`config.mk`:
```
export PLATFORM = sky130hd
export DESIGN_NAME = multi_port_mem_arbiter
export DESIGN_NICKNAME = d
export VERILOG_FILES = /design/src/rtl/multi_port_mem_arbiter_pkg.sv /design/src/rtl/multi_port_mem_arbiter_picker.sv /design/src/rtl/multi_port_mem_arbiter.sv
export SDC_FILE = /design/constraint.sdc
export NUM_CORES = 1
export LEC_CHECK = 0
export ABC_CLOCK_PERIOD_IN_PS = 4170
export CORE_AREA = 2 2 217 219
export CTS_CLUSTER_SIZE = 14
export DETAILED_ROUTE_END_ITERATION = 8
export DIE_AREA = 0 0 219 221
export GPL_TIMING_DRIVEN = 1
export PLACE_DENSITY = 0.57
export RECOVER_POWER = 50
export SKIP_CTS_REPAIR_TIMING = 1
export SLEW_MARGIN = 5
export SYNTH_ARGS = -nofsm -noshare
export SYNTH_HDL_FRONTEND = slang
export SYNTH_SLANG_ARGS = --single-unit
```
`constraint.sdc`:
```
create_clock -name clock -period 4.17 [get_ports clock]
set_clock_uncertainty 0.1 [all_clocks]
set_input_delay 0.6255 -clock clock [delete_from_list [all_inputs] [get_ports clock]]
set_output_delay 0.6255 -clock clock [all_outputs]
set_load 0.1 [all_outputs]
```
`src/rtl/multi_port_mem_arbiter_pkg.sv`:
```
// Shared state encoding, arbitration modes and counter sizing for the N-port memory arbiter.
package multi_port_arb_pkg;

  typedef enum logic [1:0] {
    IDLE  = 2'd0,
    ISSUE = 2'd1,
    WAIT  = 2'd2,
    RESP  = 2'd3
  } arb_state_t;

  localparam int ARB_FIXED = 0;
  localparam int ARB_RR    = 1;
  localparam int GNT_CNT_W = 16;

  // Index width for a range of n values; never narrower than one bit.
  function automatic int idx_width(input int n);
    return (n > 1) ? $clog2(n) : 1;
  endfunction

endpackage

```
`src/rtl/multi_port_mem_arbiter_picker.sv`:
```
// Combinational picker: first requester after the pointer, wrapping; fixed mode pins the pointer
// to the last index so the lowest set request always wins.
module rr_priority_picker
  import multi_port_arb_pkg::*;
#(
  parameter int NUM_PORTS = 4,
  parameter int ARB_MODE  = ARB_RR,
  parameter int IW        = idx_width(NUM_PORTS)
)(
  input  logic [NUM_PORTS-1:0] i_req,
  input  logic [IW-1:0]        i_ptr,
  output logic [NUM_PORTS-1:0] o_gnt,
  output logic [IW-1:0]        o_idx,
  output logic                 o_any
);

  logic [IW-1:0] w_ptr;
  logic [IW-1:0] w_k;

  assign w_ptr = (ARB_MODE == ARB_FIXED) ? IW'(NUM_PORTS - 1) : i_ptr;

  always_comb begin
    o_gnt = '0;
    o_idx = '0;
    o_any = 1'b0;
    w_k   = '0;
    for (int i = 1; i <= NUM_PORTS; i++) begin
      w_k = IW'((int'(w_ptr) + i) % NUM_PORTS);
      if (!o_any && i_req[w_k]) begin
        o_any      = 1'b1;
        o_gnt[w_k] = 1'b1;
        o_idx      = w_k;
      end
    end
  end

endmodule

```
`src/rtl/multi_port_mem_arbiter.sv`:
```
// N-port arbiter onto one memory port, one transaction in flight; request->ISSUE 1 cycle, mem_valid->port_valid 1 cycle.
// Stalls in ISSUE while mem_ready is low; losing requesters stay pending on their own inputs.
module multi_port_mem_arbiter
  import multi_port_arb_pkg::*;
#(
  parameter int NUM_PORTS      = 4,
  parameter int DATA_WIDTH     = 32,
  parameter int ADDRESS_BITS   = 32,
  parameter int ARB_MODE       = ARB_RR,
  parameter int TIMEOUT_CYCLES = 1000
)(
  input  logic                                clock,
  input  logic                                reset,
  input  logic [NUM_PORTS-1:0]                port_read,
  input  logic [NUM_PORTS-1:0]                port_write,
  input  logic [NUM_PORTS*DATA_WIDTH/8-1:0]   port_byte_en,
  input  logic [NUM_PORTS*ADDRESS_BITS-1:0]   port_address,
  input  logic [NUM_PORTS*DATA_WIDTH-1:0]     port_data_in,
  output logic [NUM_PORTS-1:0]                port_ready,
  output logic [NUM_PORTS-1:0]                port_valid,
  output logic                                port_error,
  output logic [DATA_WIDTH-1:0]               port_data_out,
  output logic [ADDRESS_BITS-1:0]             port_address_out,
  output logic                                mem_read,
  output logic                                mem_write,
  output logic [DATA_WIDTH/8-1:0]             mem_byte_en,
  output logic [ADDRESS_BITS-1:0]             mem_address,
  output logic [DATA_WIDTH-1:0]               mem_data_out,
  input  logic                                mem_ready,
  input  logic                                mem_valid,
  input  logic [DATA_WIDTH-1:0]               mem_data_in,
  input  logic [ADDRESS_BITS-1:0]             mem_address_in,
  output logic [NUM_PORTS*GNT_CNT_W-1:0]      grant_count
);

  localparam int IW  = idx_width(NUM_PORTS);
  localparam int BW  = DATA_WIDTH / 8;
  localparam int WCW = idx_width(TIMEOUT_CYCLES);
  // Last WAIT cycle before the timeout response is forced.
  localparam logic [WCW-1:0] TO_LAST = WCW'((TIMEOUT_CYCLES > 0) ? TIMEOUT_CYCLES - 1 : 0);

  arb_state_t              r_state, w_state_nxt;
  logic [NUM_PORTS-1:0]    w_req, w_gnt_oh, r_gnt_oh;
  logic [IW-1:0]           w_gnt_idx, r_gnt, r_ptr;
  logic                    w_gnt_any, w_timeout;
  logic                    r_is_write;
  logic [ADDRESS_BITS-1:0] r_addr, r_rsp_addr;
  logic [DATA_WIDTH-1:0]   r_wdata, r_rsp_data;
  logic [BW-1:0]           r_be;
  logic                    r_rsp_err;
  logic [WCW-1:0]          r_wait_cnt;
  logic [GNT_CNT_W-1:0]    r_gcnt [NUM_PORTS];

  assign w_req     = port_read | port_write;
  assign w_timeout = (TIMEOUT_CYCLES > 0) && (r_wait_cnt == TO_LAST);

  rr_priority_picker #(.NUM_PORTS(NUM_PORTS), .ARB_MODE(ARB_MODE), .IW(IW)) u_picker (
    .i_req (w_req),
    .i_ptr (r_ptr),
    .o_gnt (w_gnt_oh),
    .o_idx (w_gnt_idx),
    .o_any (w_gnt_any)
  );

  always_ff @(posedge clock or negedge reset) begin
    if (!reset) r_state <= IDLE;
    else        r_state <= w_state_nxt;
  end

  always_comb begin
    w_state_nxt = r_state;
    case (r_state)
      IDLE:    if (w_gnt_any) w_state_nxt = ISSUE;
      ISSUE:   if (mem_ready) w_state_nxt = WAIT;
      WAIT:    if (mem_valid || w_timeout) w_state_nxt = RESP;
      RESP:    w_state_nxt = IDLE;
      default: w_state_nxt = IDLE;
    endcase
  end

  always_ff @(posedge clock or negedge reset) begin
    if (!reset) begin
      r_gnt      <= '0;
      r_gnt_oh   <= '0;
      r_ptr      <= IW'(NUM_PORTS - 1);
      r_is_write <= 1'b0;
      r_addr     <= '0;
      r_wdata    <= '0;
      r_be       <= '0;
      r_rsp_addr <= '0;
      r_rsp_data <= '0;
      r_rsp_err  <= 1'b0;
      r_wait_cnt <= '0;
      for (int i = 0; i < NUM_PORTS; i++) r_gcnt[i] <= '0;
    end else begin
      case (r_state)
        IDLE: if (w_gnt_any) begin
          r_gnt      <= w_gnt_idx;
          r_gnt_oh   <= w_gnt_oh;
          // A port raising both read and write is served as a write.
          r_is_write <= port_write[w_gnt_idx];
          r_addr     <= port_address[w_gnt_idx*ADDRESS_BITS +: ADDRESS_BITS];
          r_wdata    <= port_data_in[w_gnt_idx*DATA_WIDTH +: DATA_WIDTH];
          r_be       <= port_byte_en[w_gnt_idx*BW +: BW];
        end
        ISSUE: if (mem_ready) begin
          r_wait_cnt <= '0;
          if (ARB_MODE == ARB_RR) r_ptr <= r_gnt;
          if (r_gcnt[r_gnt] != '1) r_gcnt[r_gnt] <= r_gcnt[r_gnt] + 1'b1;
        end
        WAIT: begin
          r_wait_cnt <= r_wait_cnt + 1'b1;
          if (mem_valid) begin
            r_rsp_data <= mem_data_in;
            r_rsp_addr <= mem_address_in;
            r_rsp_err  <= 1'b0;
          end else if (w_timeout) begin
            r_rsp_data <= '0;
            r_rsp_addr <= r_addr;
            r_rsp_err  <= 1'b1;
          end
        end
        default: ;
      endcase
    end
  end

  assign port_ready       = {NUM_PORTS{r_state == IDLE}};
  assign port_valid       = (r_state == RESP) ? r_gnt_oh : '0;
  assign port_error       = (r_state == RESP) && r_rsp_err;
  assign port_data_out    = r_rsp_data;
  assign port_address_out = r_rsp_addr;
  assign mem_read         = (r_state == ISSUE) && !r_is_write;
  assign mem_write        = (r_state == ISSUE) && r_is_write;
  assign mem_byte_en      = r_be;
  assign mem_address      = r_addr;
  assign mem_data_out     = r_wdata;

  for (genvar gi = 0; gi < NUM_PORTS; gi++) begin : g_cnt_out
    assign grant_count[gi*GNT_CNT_W +: GNT_CNT_W] = r_gcnt[gi];
  end

endmodule

```
==> results.toml <==
[worst_setup_path]
worstReg2RegStart = "r_ptr[0]"
path_class = "flop to flop"
worstPathRequired_ns = 4.54
crit_path_cell_trace = "inv_2 -> ha_1 -> mux4_2 -> a21oi_4 -> a21oi_4 -> buf_4 -> o221a_2 -> o21ai_0 -> o211ai_1"
cpPeakStageDelay_ns = 0.94
reg2reg_depth = 9
worstSetupStartpointType = "flop"
crit_fanout = 35
cp-startpoint = "r_ptr[0]"
cp.arrival_ns = 4.06
endpoint_kind = "flop"
critPathSlowestCell = "a21oi_4"
cp_common_cell = "a21oi_4"

[global_routing]
grt_start_max_net_pins = 149
grt_pass1_vias = 15429
antenna_found_initial = 16
grt_usage = 0.271
globalRouteOverflowTotal = 0
grt_pass1_wl_um = 101000

[floorplanning]
die_h_um = 221
die_x_um = 219
dieArea_sq_um = 48400
coreArea_sq_um = 46100
initial_core_util = 0.310
std_cell_rows = 79
io_pins = 555

[drt]
drt_wl_total_um = 67500
dr.pass1.iters = 5
ant_nets = 0
drtIter0Drc = 1170
wl_per_cell_um = 24.2
num_vias = 15330
viasPerCell = 5.49
drc = 0

[flow_run]
cap_violations = 4

[cells_and_area]
layout.nets = 2520
area_delta_synth_final_pct = 50.7
layout_common_cells = "clkdlybuf4s50_1 (526), a21oi_1 (341), nand2_1 (262)"
drive_gt1_frac = 0.104
final_common_cell = "clkdlybuf4s50_1"

[yosys]
synth_area_leaders = "dfrtp_1 (38%), a21oi_1 (12%), nand2_1 (6.9%), o221a_2 (5.4%), mux2_1 (4.1%)"
synth_edf_count = 0
synth_cell_types = 60
yosys_warnings = 0
synthCells = 1679
async_reset_ff_frac = 1.00
synth_area_per_cell_sq_um = 8.50
synth_top_area_frac = 0.379
synth_area_sq_um = 14300
yosys_most_used_dff = "dfrtp_1"
ys_seq_area_frac = 0.382
synth_top_cell_by_area = "dfrtp_1"
syn-num-nets = 2041
synth_seq_cells = 218

[worst_hold_path]
hold_start = "r_gnt_oh[0]"
hold_class = "flop to flop"
min_path_cells = 1

[place]
port_buffers = 554
routabilityCongestion = 0.859
dp_hpwl_um = 48900

[timing]
hold_viol = 0
rsz0062_at_grt = "false"
relSlewSlack = -0.836
worstMarginPinSlew_ns = 2.75
slew_violations = 227
max_clock_freq_mhz = 271
tns_ns = 0
min_period_ns = 3.69
period_share = 0.885
setup-violations-final = 0

[outcome]
status = "complete, but fails checks"
violations = "max-capacitance violations, max-slew violations"

[clocking]
htreeDepth = 1
root_buffer = "clkbuf_16"
clockBufferDepth = 3
cts.sinks = 218
cts_tree = "done"
cts_made_buffers = 28
clk_latency_ns = 0.55
clk_pin_slew_worst_paths_ns = 0.06
-- worst max-delay path: cells and delay by family, from the launching register on --
kind            cells  cell delay [ns]
flops               1             0.75
mux                 1             0.30
buf+inv             2             0.57
compound gates      5             1.47
fa+ha+maj           1             0.40
-- registers in the layout, indices dropped and copies added (netlist names) --
| register | flops |
|---|---|
| port_data_out | 32 |
| r_rsp_err | 1 |
| r_state | 2 |
| port_address_out | 32 |
| mem_data_out | 32 |
| r_gnt | 2 |
| r_ptr | 2 |
| mem_byte_en | 4 |
| r_wait_cnt | 10 |
| r_gnt_oh | 4 |
| grant_count | 64 |
| mem_address | 32 |
| r_is_write | 1 |
-- cell families after synthesis --
group | share of synthesized area
flops | 0.382
compound gates | 0.285
fa+ha+maj | 0.0123
mux | 0.116
simple gates | 0.144
xor+xnor | 0.0135
buf+inv | 0.0477
-- layer usage --
metal	part of all wire	up-vias	track usage
met5	0.0016	-	0
met4	0.025	16	0.0671
met3	0.088	103	0.0702
met2	0.47	668	0.447
met1	0.41	7478	0.353
li1	-	7065	-
-- per-stage QoR --
stage / std cells / hold slack, ns / utilization / cell area [sq um] / setup WS, ns
after detailed placement: 2735 / 0.362 / 0.446 / 20500 / 0.230
after floorplan: 1679 / 0.230 / - / 14300 / 0.593
after global placement: 2735 / 0.355 / 0.446 / 20500 / 0.246
after global routing: 2790 / 0.397 / 0.467 / 21500 / 0.272
after CTS: 2784 / 0.0463 / 0.467 / 21500 / 0.461
final: 2792 / 0.375 / 0.467 / 21500 / 0.481
-- layout make-up --
type | count | area [sq um]
diodes | 8 | 20.0
repair buffers | 605 | 6070
inverters | 5 | 18.8
flip-flops and latches | 218 | 5460
clock inverters | 12 | 166
multi-input cells | 1300 | 8210
fillers | 4504 | 24600
well taps | 607 | 759
clock buffers | 37 | 806
-- final timing paths --
check / slack, ns / to
min in group asynchronous: 0.81 / port_data_out[24]
min reg2reg: 0.37 / r_gnt_oh[0]
max: 0.48 / mem_address[18]
max in group asynchronous: 1.05 / grant_count[43]
max reg2reg: 0.48 / mem_address[18]
min: 0.37 / r_gnt_oh[0]
-- Yosys cell counts (10+ instances only) --
cell	number
nor2_1	155
and2_1	11
dfrtp_1	216
o221a_2	68
a21oi_1	342
mux2_1	52
mux2_4	20
mux2i_1	35
o211ai_1	69
ha_1	14
nand2_1	264
a22o_1	32
buf_1	10
xor2_1	13
clkbuf_1	108
o21ai_0	108
nand3_1	13
mux4_2	18
buf_2	31
Power is not shown: default switching activity piles up to over one toggle a cycle in this logic, so the estimate is an artifact.
